==> config.mk <==
export PLATFORM = sky130hd
export DESIGN_NAME = reorder_buffer_flat
export DESIGN_NICKNAME = d
export VERILOG_FILES = /design/src/rtl/reorder_buffer_if.sv /design/src/rtl/reorder_buffer.sv /design/src/flat_wrapper.sv
export SDC_FILE = /design/constraint.sdc
export NUM_CORES = 1
export LEC_CHECK = 0
export ABC_AREA = 1
export BUFFER_PORTS_ARGS = -buffer_cell sky130_fd_sc_hd__clkbuf_2
export CAP_MARGIN = 20
export CORE_MARGIN = 2
export CORE_UTILIZATION = 64
export CTS_BUF_LIST = sky130_fd_sc_hd__clkbuf_16
export DETAILED_ROUTE_END_ITERATION = 8
export GPL_TIMING_DRIVEN = 0
export HOLD_SLACK_MARGIN = 0.03
export PLACE_DENSITY = 0.84
export SLEW_MARGIN = 20
export SYNTH_ARGS = -nofsm -noshare
export SYNTH_HDL_FRONTEND = slang
export SYNTH_SLANG_ARGS = --single-unit
==> constraint.sdc <==
create_clock -name clk -period 3.7 [get_ports clk]
set_input_delay 0.555 -clock clk [delete_from_list [all_inputs] [get_ports clk]]
set_output_delay 0.555 -clock clk [all_outputs]
set_load 0.005 [all_outputs]
==> src/rtl/reorder_buffer_if.sv <==
`default_nettype none
// ============================================================================
//  Module   : reorder_buffer_if
//  Purpose  : Dispatch / writeback / commit signal bundle of the reorder buffer.
//             The master side is the core front end; the slave side is the ROB.
//             Register tags are {regtype[1:0], addr[4:0]}.
//  Revision : 1.0 - initial release
// ============================================================================
interface reorder_buffer_if #(
  parameter int ROB_DEPTH = 8,
  parameter int REG_W     = 7
);
  localparam int ROB = $clog2(ROB_DEPTH);

  logic             flush_;
  logic             dec_e_;
  logic [REG_W-1:0] dec_rd;
  logic [ROB-1:0]   dec_rob_id;
  logic             busy;
  logic             wb_e_;
  logic [REG_W-1:0] wb_rd;
  logic             wb_exp;
  logic             commit_e_;
  logic [REG_W-1:0] commit_rd;
  logic [ROB-1:0]   commit_rob_id;
  logic             commit_exp;

  modport master (
    output flush_, dec_e_, dec_rd, wb_e_, wb_rd, wb_exp,
    input  dec_rob_id, busy, commit_e_, commit_rd, commit_rob_id, commit_exp
  );

  modport slave (
    input  flush_, dec_e_, dec_rd, wb_e_, wb_rd, wb_exp,
    output dec_rob_id, busy, commit_e_, commit_rd, commit_rob_id, commit_exp
  );
endinterface
`default_nettype wire

==> src/rtl/reorder_buffer.sv <==
`default_nettype none
// ============================================================================
//  Module   : reorder_buffer
//  Purpose  : In-order completion tracker. Allocates one entry per dispatched
//             instruction, marks entries done from writeback and retires them
//             in program order, at most one registered commit per cycle.
//  Revision : 1.0 - initial release
// ============================================================================
module reorder_buffer #(
  parameter int ROB_DEPTH = 8
) (
  input  wire logic           clk,
  input  wire logic           reset,
  reorder_buffer_if.slave     rob_bus
);
  localparam int ROB    = $clog2(ROB_DEPTH);
  localparam int REG_W  = 7;
  localparam int ADDR_W = 5;

  localparam logic [1:0]   TYPE_ROB   = 2'd1;
  localparam logic         ENABLE_N   = 1'b0;
  localparam logic         DISABLE_N  = 1'b1;
  localparam logic [ROB:0] FULL_COUNT = (ROB+1)'(ROB_DEPTH);

  // Per-entry state
  logic             valid_q [ROB_DEPTH];
  logic             done_q  [ROB_DEPTH];
  logic             exp_q   [ROB_DEPTH];
  logic [REG_W-1:0] rd_q    [ROB_DEPTH];

  // Pointers and occupancy; full vs empty is decided by count alone
  logic [ROB-1:0]   head_q, head_d;
  logic [ROB-1:0]   tail_q, tail_d;
  logic [ROB:0]     count_q, count_d;

  // Registered commit port
  logic             commit_e_q, commit_e_d;
  logic [REG_W-1:0] commit_rd_q, commit_rd_d;
  logic [ROB-1:0]   commit_id_q, commit_id_d;
  logic             commit_exp_q, commit_exp_d;

  logic             clear;
  logic             busy;
  logic             alloc_en;
  logic             commit_en;
  logic             wb_en;
  logic [ADDR_W-1:0] wb_addr;
  logic [ROB-1:0]   wb_id;

  // Decode the cycle's actions and compute next pointer / commit values
  always_comb begin
    clear     = reset || (rob_bus.flush_ == ENABLE_N);
    busy      = (count_q == FULL_COUNT);
    alloc_en  = (rob_bus.dec_e_ == ENABLE_N) && !busy;
    commit_en = valid_q[head_q] && done_q[head_q];
    wb_addr   = rob_bus.wb_rd[ADDR_W-1:0];
    wb_id     = wb_addr[ROB-1:0];
    wb_en     = (rob_bus.wb_e_ == ENABLE_N)
             && (rob_bus.wb_rd[REG_W-1:ADDR_W] == TYPE_ROB)
             && (32'(wb_addr) < ROB_DEPTH)
             && valid_q[wb_id];

    head_d       = head_q;
    tail_d       = tail_q;
    count_d      = count_q;
    commit_e_d   = DISABLE_N;
    commit_rd_d  = commit_rd_q;
    commit_id_d  = commit_id_q;
    commit_exp_d = commit_exp_q;

    if (alloc_en) begin
      tail_d = tail_q + ROB'(1);
    end

    if (commit_en) begin
      head_d       = head_q + ROB'(1);
      commit_e_d   = ENABLE_N;
      commit_rd_d  = rd_q[head_q];
      commit_id_d  = head_q;
      commit_exp_d = exp_q[head_q];
    end

    case ({alloc_en, commit_en})
      2'b10:   count_d = count_q + (ROB+1)'(1);
      2'b01:   count_d = count_q - (ROB+1)'(1);
      default: count_d = count_q;
    endcase
  end

  // Pointer, occupancy and commit-port registers
  always_ff @(posedge clk) begin
    if (clear) begin
      head_q       <= '0;
      tail_q       <= '0;
      count_q      <= '0;
      commit_e_q   <= DISABLE_N;
      commit_rd_q  <= '0;
      commit_id_q  <= '0;
      commit_exp_q <= 1'b0;
    end else begin
      head_q       <= head_d;
      tail_q       <= tail_d;
      count_q      <= count_d;
      commit_e_q   <= commit_e_d;
      commit_rd_q  <= commit_rd_d;
      commit_id_q  <= commit_id_d;
      commit_exp_q <= commit_exp_d;
    end
  end

  // Entry status bits: writeback marks done, allocation opens, commit retires
  always_ff @(posedge clk) begin
    if (clear) begin
      for (int i = 0; i < ROB_DEPTH; i++) begin
        valid_q[i] <= 1'b0;
        done_q[i]  <= 1'b0;
        exp_q[i]   <= 1'b0;
      end
    end else begin
      if (wb_en) begin
        done_q[wb_id] <= 1'b1;
        exp_q[wb_id]  <= rob_bus.wb_exp;
      end
      // An allocating entry was invalid at cycle start, so wb cannot hit it
      if (alloc_en) begin
        valid_q[tail_q] <= 1'b1;
        done_q[tail_q]  <= 1'b0;
        exp_q[tail_q]   <= 1'b0;
      end
      if (commit_en) begin
        valid_q[head_q] <= 1'b0;
      end
    end
  end

  // Destination register payload; only meaningful while the entry is valid
  always_ff @(posedge clk) begin
    if (!clear && alloc_en) begin
      rd_q[tail_q] <= rob_bus.dec_rd;
    end
  end

  assign rob_bus.dec_rob_id    = tail_q;
  assign rob_bus.busy          = busy;
  assign rob_bus.commit_e_     = commit_e_q;
  assign rob_bus.commit_rd     = commit_rd_q;
  assign rob_bus.commit_rob_id = commit_id_q;
  assign rob_bus.commit_exp    = commit_exp_q;

endmodule
`default_nettype wire

==> src/flat_wrapper.sv <==
// flat-port wrapper written by rule: the top's interface ports become plain ports
module reorder_buffer_flat 
#(
  parameter int ROB_DEPTH = 8
)
  (clk, reset, rob_bus_flush_, rob_bus_dec_e_, rob_bus_dec_rd, rob_bus_wb_e_, rob_bus_wb_rd, rob_bus_wb_exp, rob_bus_dec_rob_id, rob_bus_busy, rob_bus_commit_e_, rob_bus_commit_rd, rob_bus_commit_rob_id, rob_bus_commit_exp);
  reorder_buffer_if #(.ROB_DEPTH(ROB_DEPTH)) rob_bus_i ();
  input  wire logic clk;
  input  wire logic reset;
  input wire logic [$bits(rob_bus_i.flush_)-1:0] rob_bus_flush_;
  input wire logic [$bits(rob_bus_i.dec_e_)-1:0] rob_bus_dec_e_;
  input wire logic [$bits(rob_bus_i.dec_rd)-1:0] rob_bus_dec_rd;
  input wire logic [$bits(rob_bus_i.wb_e_)-1:0] rob_bus_wb_e_;
  input wire logic [$bits(rob_bus_i.wb_rd)-1:0] rob_bus_wb_rd;
  input wire logic [$bits(rob_bus_i.wb_exp)-1:0] rob_bus_wb_exp;
  output wire logic [$bits(rob_bus_i.dec_rob_id)-1:0] rob_bus_dec_rob_id;
  output wire logic [$bits(rob_bus_i.busy)-1:0] rob_bus_busy;
  output wire logic [$bits(rob_bus_i.commit_e_)-1:0] rob_bus_commit_e_;
  output wire logic [$bits(rob_bus_i.commit_rd)-1:0] rob_bus_commit_rd;
  output wire logic [$bits(rob_bus_i.commit_rob_id)-1:0] rob_bus_commit_rob_id;
  output wire logic [$bits(rob_bus_i.commit_exp)-1:0] rob_bus_commit_exp;
  assign rob_bus_i.flush_ = rob_bus_flush_;
  assign rob_bus_i.dec_e_ = rob_bus_dec_e_;
  assign rob_bus_i.dec_rd = rob_bus_dec_rd;
  assign rob_bus_i.wb_e_ = rob_bus_wb_e_;
  assign rob_bus_i.wb_rd = rob_bus_wb_rd;
  assign rob_bus_i.wb_exp = rob_bus_wb_exp;
  assign rob_bus_dec_rob_id = rob_bus_i.dec_rob_id;
  assign rob_bus_busy = rob_bus_i.busy;
  assign rob_bus_commit_e_ = rob_bus_i.commit_e_;
  assign rob_bus_commit_rd = rob_bus_i.commit_rd;
  assign rob_bus_commit_rob_id = rob_bus_i.commit_rob_id;
  assign rob_bus_commit_exp = rob_bus_i.commit_exp;
  reorder_buffer #(.ROB_DEPTH(ROB_DEPTH)) u_core (.clk(clk), .reset(reset), .rob_bus(rob_bus_i));
endmodule
Word level (Yosys, flattened, before mapping)
Memories as Yosys holds them, arrays and structs flattened. A register that Yosys moved wholly into a read port is not among the register bits. Cells that the tools add are included.

Input bits: 20. Memories kept: 4. Word-level logic and storage cells: 74. Bits in latches: 0. Bits in read-only memories: 0. Bits in writable memories: 80. Register bits: 14.

Memories: u_core.rd_q (words 8, width 7, rd ports 1, clocked after Yosys merged registers in 1, wr ports 1, line reorder_buffer.sv:29) `logic [REG_W-1:0] rd_q [ROB_DEPTH];`; u_core.done_q (words 8, width 1, rd ports 1, clocked after Yosys merged registers in 1, wr ports 8, line reorder_buffer.sv:27) `logic done_q [ROB_DEPTH];`; u_core.exp_q (words 8, width 1, rd ports 1, clocked after Yosys merged registers in 1, wr ports 8, line reorder_buffer.sv:28) `logic exp_q [ROB_DEPTH];`; u_core.valid_q (words 8, width 1, rd ports 2, clocked after Yosys merged registers in 1, wr ports 8, line reorder_buffer.sv:26) `logic valid_q [ROB_DEPTH];`.

Bitwise operators: 3. Reduce and logical (&&, ||, !) cells: 16. Shifts and indexed selects: 0. Muxes and demuxes: 37. Add/sub/neg operators: 4. Div/mod/pow operators: 0. Magnitude comparators: 1. $mul: 0. Equality and inequality tests: 4.

Operators by type and width (count): two-way mux 3 bit (10); two-way mux 1 bit (26); case mux 4 bit (2 select lines) (1); adder 3 x 1 -> 3 bit, second input constant (2); logical AND 1 bit (6); OR reduction 1 bit (6); less-than comparator 5 x 4 -> 1 bit, second input constant (1); adder 4 x 1 -> 4 bit, second input constant (1); == test 2 x 1 -> 1 bit, second input constant (2); == test 4 bit, second input constant (1); subtractor 4 x 1 -> 4 bit, second input constant (1); inverter 1 bit (3); == test 2 bit, second input constant (1); logical NOT 1 bit (2); nonzero test 2 bit (1); logical OR 1 bit (1).

Longest topological paths before layout
Depth in word-level cells: 9. Gate-level depth with buffers: 12. Depth with buffers taken out: 12.

Worst setup path after synthesis
OpenSTA, ideal clock, no wires.

Kind: register -> register. Start: reg with a tool-made name. End: reg u_core.count_q[3]. Stages on the path, launching flop included: 13. Path buffers: 0. Setup time: 0.070 ns. Arrival: 1.792 ns. Setup slack: 1.838 ns. Clock period less this slack: 1.862 ns. Cells stage by stage: dfxtp_1 > inv_2 > nand3_1 > nand3_1 > nand3_1 > nand2_4 > ha_1 > ha_1 > a21oi_1 > nand2_1 > xnor2_1 > nand2_1 > a21oi_1.

RTL lines: end signal: assignment (line reorder_buffer.sv:103) `count_q <= count_d;`; end: declaration (line reorder_buffer.sv:34) `logic [ROB:0] count_q, count_d;`.

==> flow_metrics.py <==
metrics = {
    "power_and_ir_drop": {
        "total_power_mw": 2.20,
        "pwr-share-seq": 0.561,
        "irDropWorstVdd_mv": 0.347,
        "netSwitchingFraction": 0.218,
        "power.static_leakage_nw": 2.21,
        "power_frac_clock": 0.407,
        "comb_power_share": 0.032,
        "p_per_area_nw_per_um2": 426,
        "cell_internal_pwr_mw": 1.72,
        "switchingPower_mw": 0.480,
    },
    "logic_synthesis": {
        "synthArstFlopShare": 0,
        "synth_area_um2": 4590,
        "syn_inst": 485,
        "post_synthesis_average_cell_area_um2": 9.47,
        "yosys.area.top_type_share": 0.366,
        "most_area_hungry_cell_type_in_the_yosys_netlist": "edfxtp_1",
        "yosys.cell_count.top_type": "nand2_1",
        "distinct_cell_type_count_after_synthesis": 36,
        "yosys_warnings": 0,
        "yosys_most_used_dff": "edfxtp_1",
        "yosysSeqAreaShare": 0.580,
        "synth.top_cells.by_count": "nand2_1 (132), edfxtp_1 (56), dfxtp_1 (49), inv_1 (41)",
        "synth_area_leaders": "edfxtp_1 (37%), dfxtp_1 (21%), nand2_1 (11%), nand3_1 (3.6%), inv_1 (3.3%)",
        "synth-edff-count": 56,
        "ys_seq_elements": 105,
        "syn_nets": 511,
    },
    "drt": {
        "detail_route.wirelength_um": 10500,
        "detail_route.vias_per_cell": 5.70,
        "drt.antenna.violating_nets": 0,
        "drc": 0,
        "vias": 3593,
        "drt_pass1_iterations": 6,
        "detail_route.wl_per_cell_um": 16.7,
        "drt_iter0_drc": 437,
    },
    "sta": {
        "setup_total_negative_slack_ns": 0,
        "number_of_pins_exceeding_their_max_slew_limit_in_the_final_report": 0,
        "timing.fmax_mhz": 455,
        "final.period_utilization": 0.594,
        "final_period_minus_worst_setup_slack_ns": 2.20,
        "worst_slew_pin_slew_ns": 1.05,
        "hold_violations": 0,
        "grt_setup_unrepaired": "false",
        "worst_rel_slew_slack": 0.296,
        "timing.clock.skew_ns": 0.00619,
        "report.final.setup_viol": 0,
    },
    "clocking": {
        "clkLatencyLatePin_ns": 0.35,
        "clock_path_buffers": 2,
        "register_clock_pin_slew_on_the_reported_worst_setup_and_hold_paths_ns": 0.07,
        "cts_post_setup_buffers_inserted": 0,
        "clock-sinks": 105,
        "cts_made_buffers": 9,
        "post_cts_resized": 0,
        "cts.hold.buffers_added": 0,
        "cts_tree": "built",
        "clock_tree.root_cell": "clkbuf_16",
        "ctsHtreeMaxLevel": 3,
    },
    "placement": {
        "buffer_ports.inserted": 33,
        "globalplace.congestion": 0.914,
        "dpl.hpwl_um": 6840,
    },
    "finish": {
        "nets": 555,
        "post_route_cells_drive_above_1_share": 0.184,
        "n_fill_cell": 485,
        "n_antenna_cell": 0,
        "syn_to_final_growth_pct": 12.5,
    },
    "flow_run": {
        "maxCapViolCount": 0,
    },
    "hold_path": {
        "worstHoldStart": "u_core.rob_bus.commit_exp",
        "holdCritPathClass": "reg2reg",
        "hold_path_depth": 2,
        "hold_end": "u_core.rob_bus.commit_exp",
    },
    "outcome": {
        "result_of_the_run": "finished, final reports clean",
    },
    "floorplan": {
        "die_y_um": 88.7,
        "core_region_area_um2": 6870,
        "dieWidth_um": 88.7,
        "ioPinCount": 36,
        "die-area_um2": 7870,
        "initial_utilization": 0.669,
        "floorplan.rows": 30,
    },
    "global_route": {
        "antenna_found_initial": 0,
        "pin_count_of_the_biggest_net_entering_global_routing": 20,
        "grt_usage": 0.294,
        "grt_first_pass_wirelength_um": 16700,
        "first_global_vias": 3372,
        "grt_overflow": 0,
    },
    "critical_path": {
        "cp-end-kind": "flip-flop",
        "cp.arrival_ns": 2.48,
        "cpPeakStageDelay_ns": 0.43,
        "cp-start-kind": "flip-flop",
        "path_buf_inv": 1,
        "worst_r2r_endpoint": "u_core.count_q[3]",
        "critical_path.slowest_cell": "dfxtp_1",
        "r2r.worst_path.cells": 12,
        "setup.reg_to_reg.worst_slack_ns": 1.50,
        "critical_path.cell_chain": "inv_2 -> nand3_1 -> nand3_1 -> nand3b_1 -> nand2_4 -> ha_1 -> ha_1 -> a21oi_1 -> nand2_1 -> xnor2_1 -> nand2_1 -> a21oi_1",
        "cpLargestDelayFamily": "adder cells",
        "crit_type": "reg2reg",
        "cp.required_ns": 3.98,
        "timing.critical_path.fanout_max": 5,
    },
}
==> cell usage in the layout (no fill, tap or decap), drive strengths merged, types with 5 or more instances in the layout <==
cell    instances
a21oi          21
buf            11
clkbuf         43
clkinv          6
dfxtp          49
edfxtp         56
ha              5
inv            53
nand2         140
nand3          43
nand4           9
nor2           39
nor3            9
o21ai          35
==> worst max path at each step <==
stage,start,end,slack [ns],cells past startpoint
final,flip-flop,u_core.count_q[3],1.50,12
after global routing,flip-flop,u_core.count_q[3],1.30,12
after CTS,flip-flop,u_core.count_q[3],1.52,12
after detailed placement,rob_bus_flush_,u_core.exp_q[0],1.54,8
after global placement,rob_bus_flush_,u_core.exp_q[0],1.56,8
after floorplan,flip-flop,u_core.count_q[3],1.84,12
==> cell type report <==
cell class / count / area (um^2) / area share
flip-flops and latches: 105 / 2660 / 0.515
multi-input cells: 316 / 1640 / 0.318
clock buffers: 9 / 225 / 0.0436
inverters: 52 / 203 / 0.0392
repair buffers: 33 / 165 / 0.0320
well taps: 96 / 120 / 0.0232
plain buffers: 12 / 87.6 / 0.0169
clock inverters: 7 / 63.8 / 0.0123
==> metrics by stage <==
stage               instance area [um^2]  worst slack [ns]   util  cells  hold WS [ns]
CTS                                 5170              1.52  0.752    630         0.451
global placement                    4880              1.56  0.710    614         0.436
floorplan                           4590              1.84      -    485         0.444
finish                              5170              1.50  0.752    630         0.448
global route                        5170              1.30  0.752    630         0.464
detailed placement                  4880              1.54  0.710    614         0.439
==> worst reg2reg max path: stages (launching register included) <==
cell and delay (ns):
dfxtp_1 0.43, inv_2 0.08, nand3_1 0.08, nand3_1 0.09, nand3b_1 0.16, nand2_4 0.12, ha_1 0.28, ha_1 0.34
a21oi_1 0.14, nand2_1 0.07, xnor2_1 0.15, nand2_1 0.08, a21oi_1 0.11
==> registers in the layout (all words and copies together), names as in the netlist, 3 cells and up, named ones only <==
name and cells:
u_core.rob_bus.commit_rob_id 3, u_core.exp_q 8, u_core.rd_q 56, u_core.rob_bus.dec_rob_id 3
u_core.rob_bus.commit_rd 7, u_core.valid_q 8, u_core.done_q 8, u_core.head_q 3
u_core.count_q 4
==> power by group through the flow <==
stage / Clock, mW / Sequential, mW / Combinational (mW)
6_report: 0.897 / 1.24 / 0.0703
2_1_floorplan: 0 / 1.26 / 0.0410
3_5_place_dp: 0 / 1.26 / 0.0692
3_3_place_gp: 0 / 1.26 / 0.0674
4_1_cts: 0.897 / 1.24 / 0.0700
5_1_grt: 0.953 / 1.24 / 0.0790
==> kinds of logic (layout without fill, tap and decap cells) <==
family | after synthesis | in the layout | share of synthesized area
AO/OA/AOI/OAI | 64 | 64 | 0.0771
flip-flops | 105 | 105 | 0.580
buffers and inverters | 64 | 113 | 0.0632
adder cells (fa/ha/maj) | 6 | 6 | 0.0180
AND/OR/NAND/NOR | 243 | 243 | 0.257
XOR/XNOR | 3 | 3 | 0.00572
==> layer usage <==
layer / GRT usage / routed length [um] / up-vias
met5: 0 / 0 / -
met4: 0.120 / 263 / 0
met3: 0.0644 / 912 / 27
met2: 0.469 / 5190 / 190
met1: 0.394 / 4140 / 1671
li1: - / - / 1705
No activity file was read; power rests on OpenSTA's default activity.
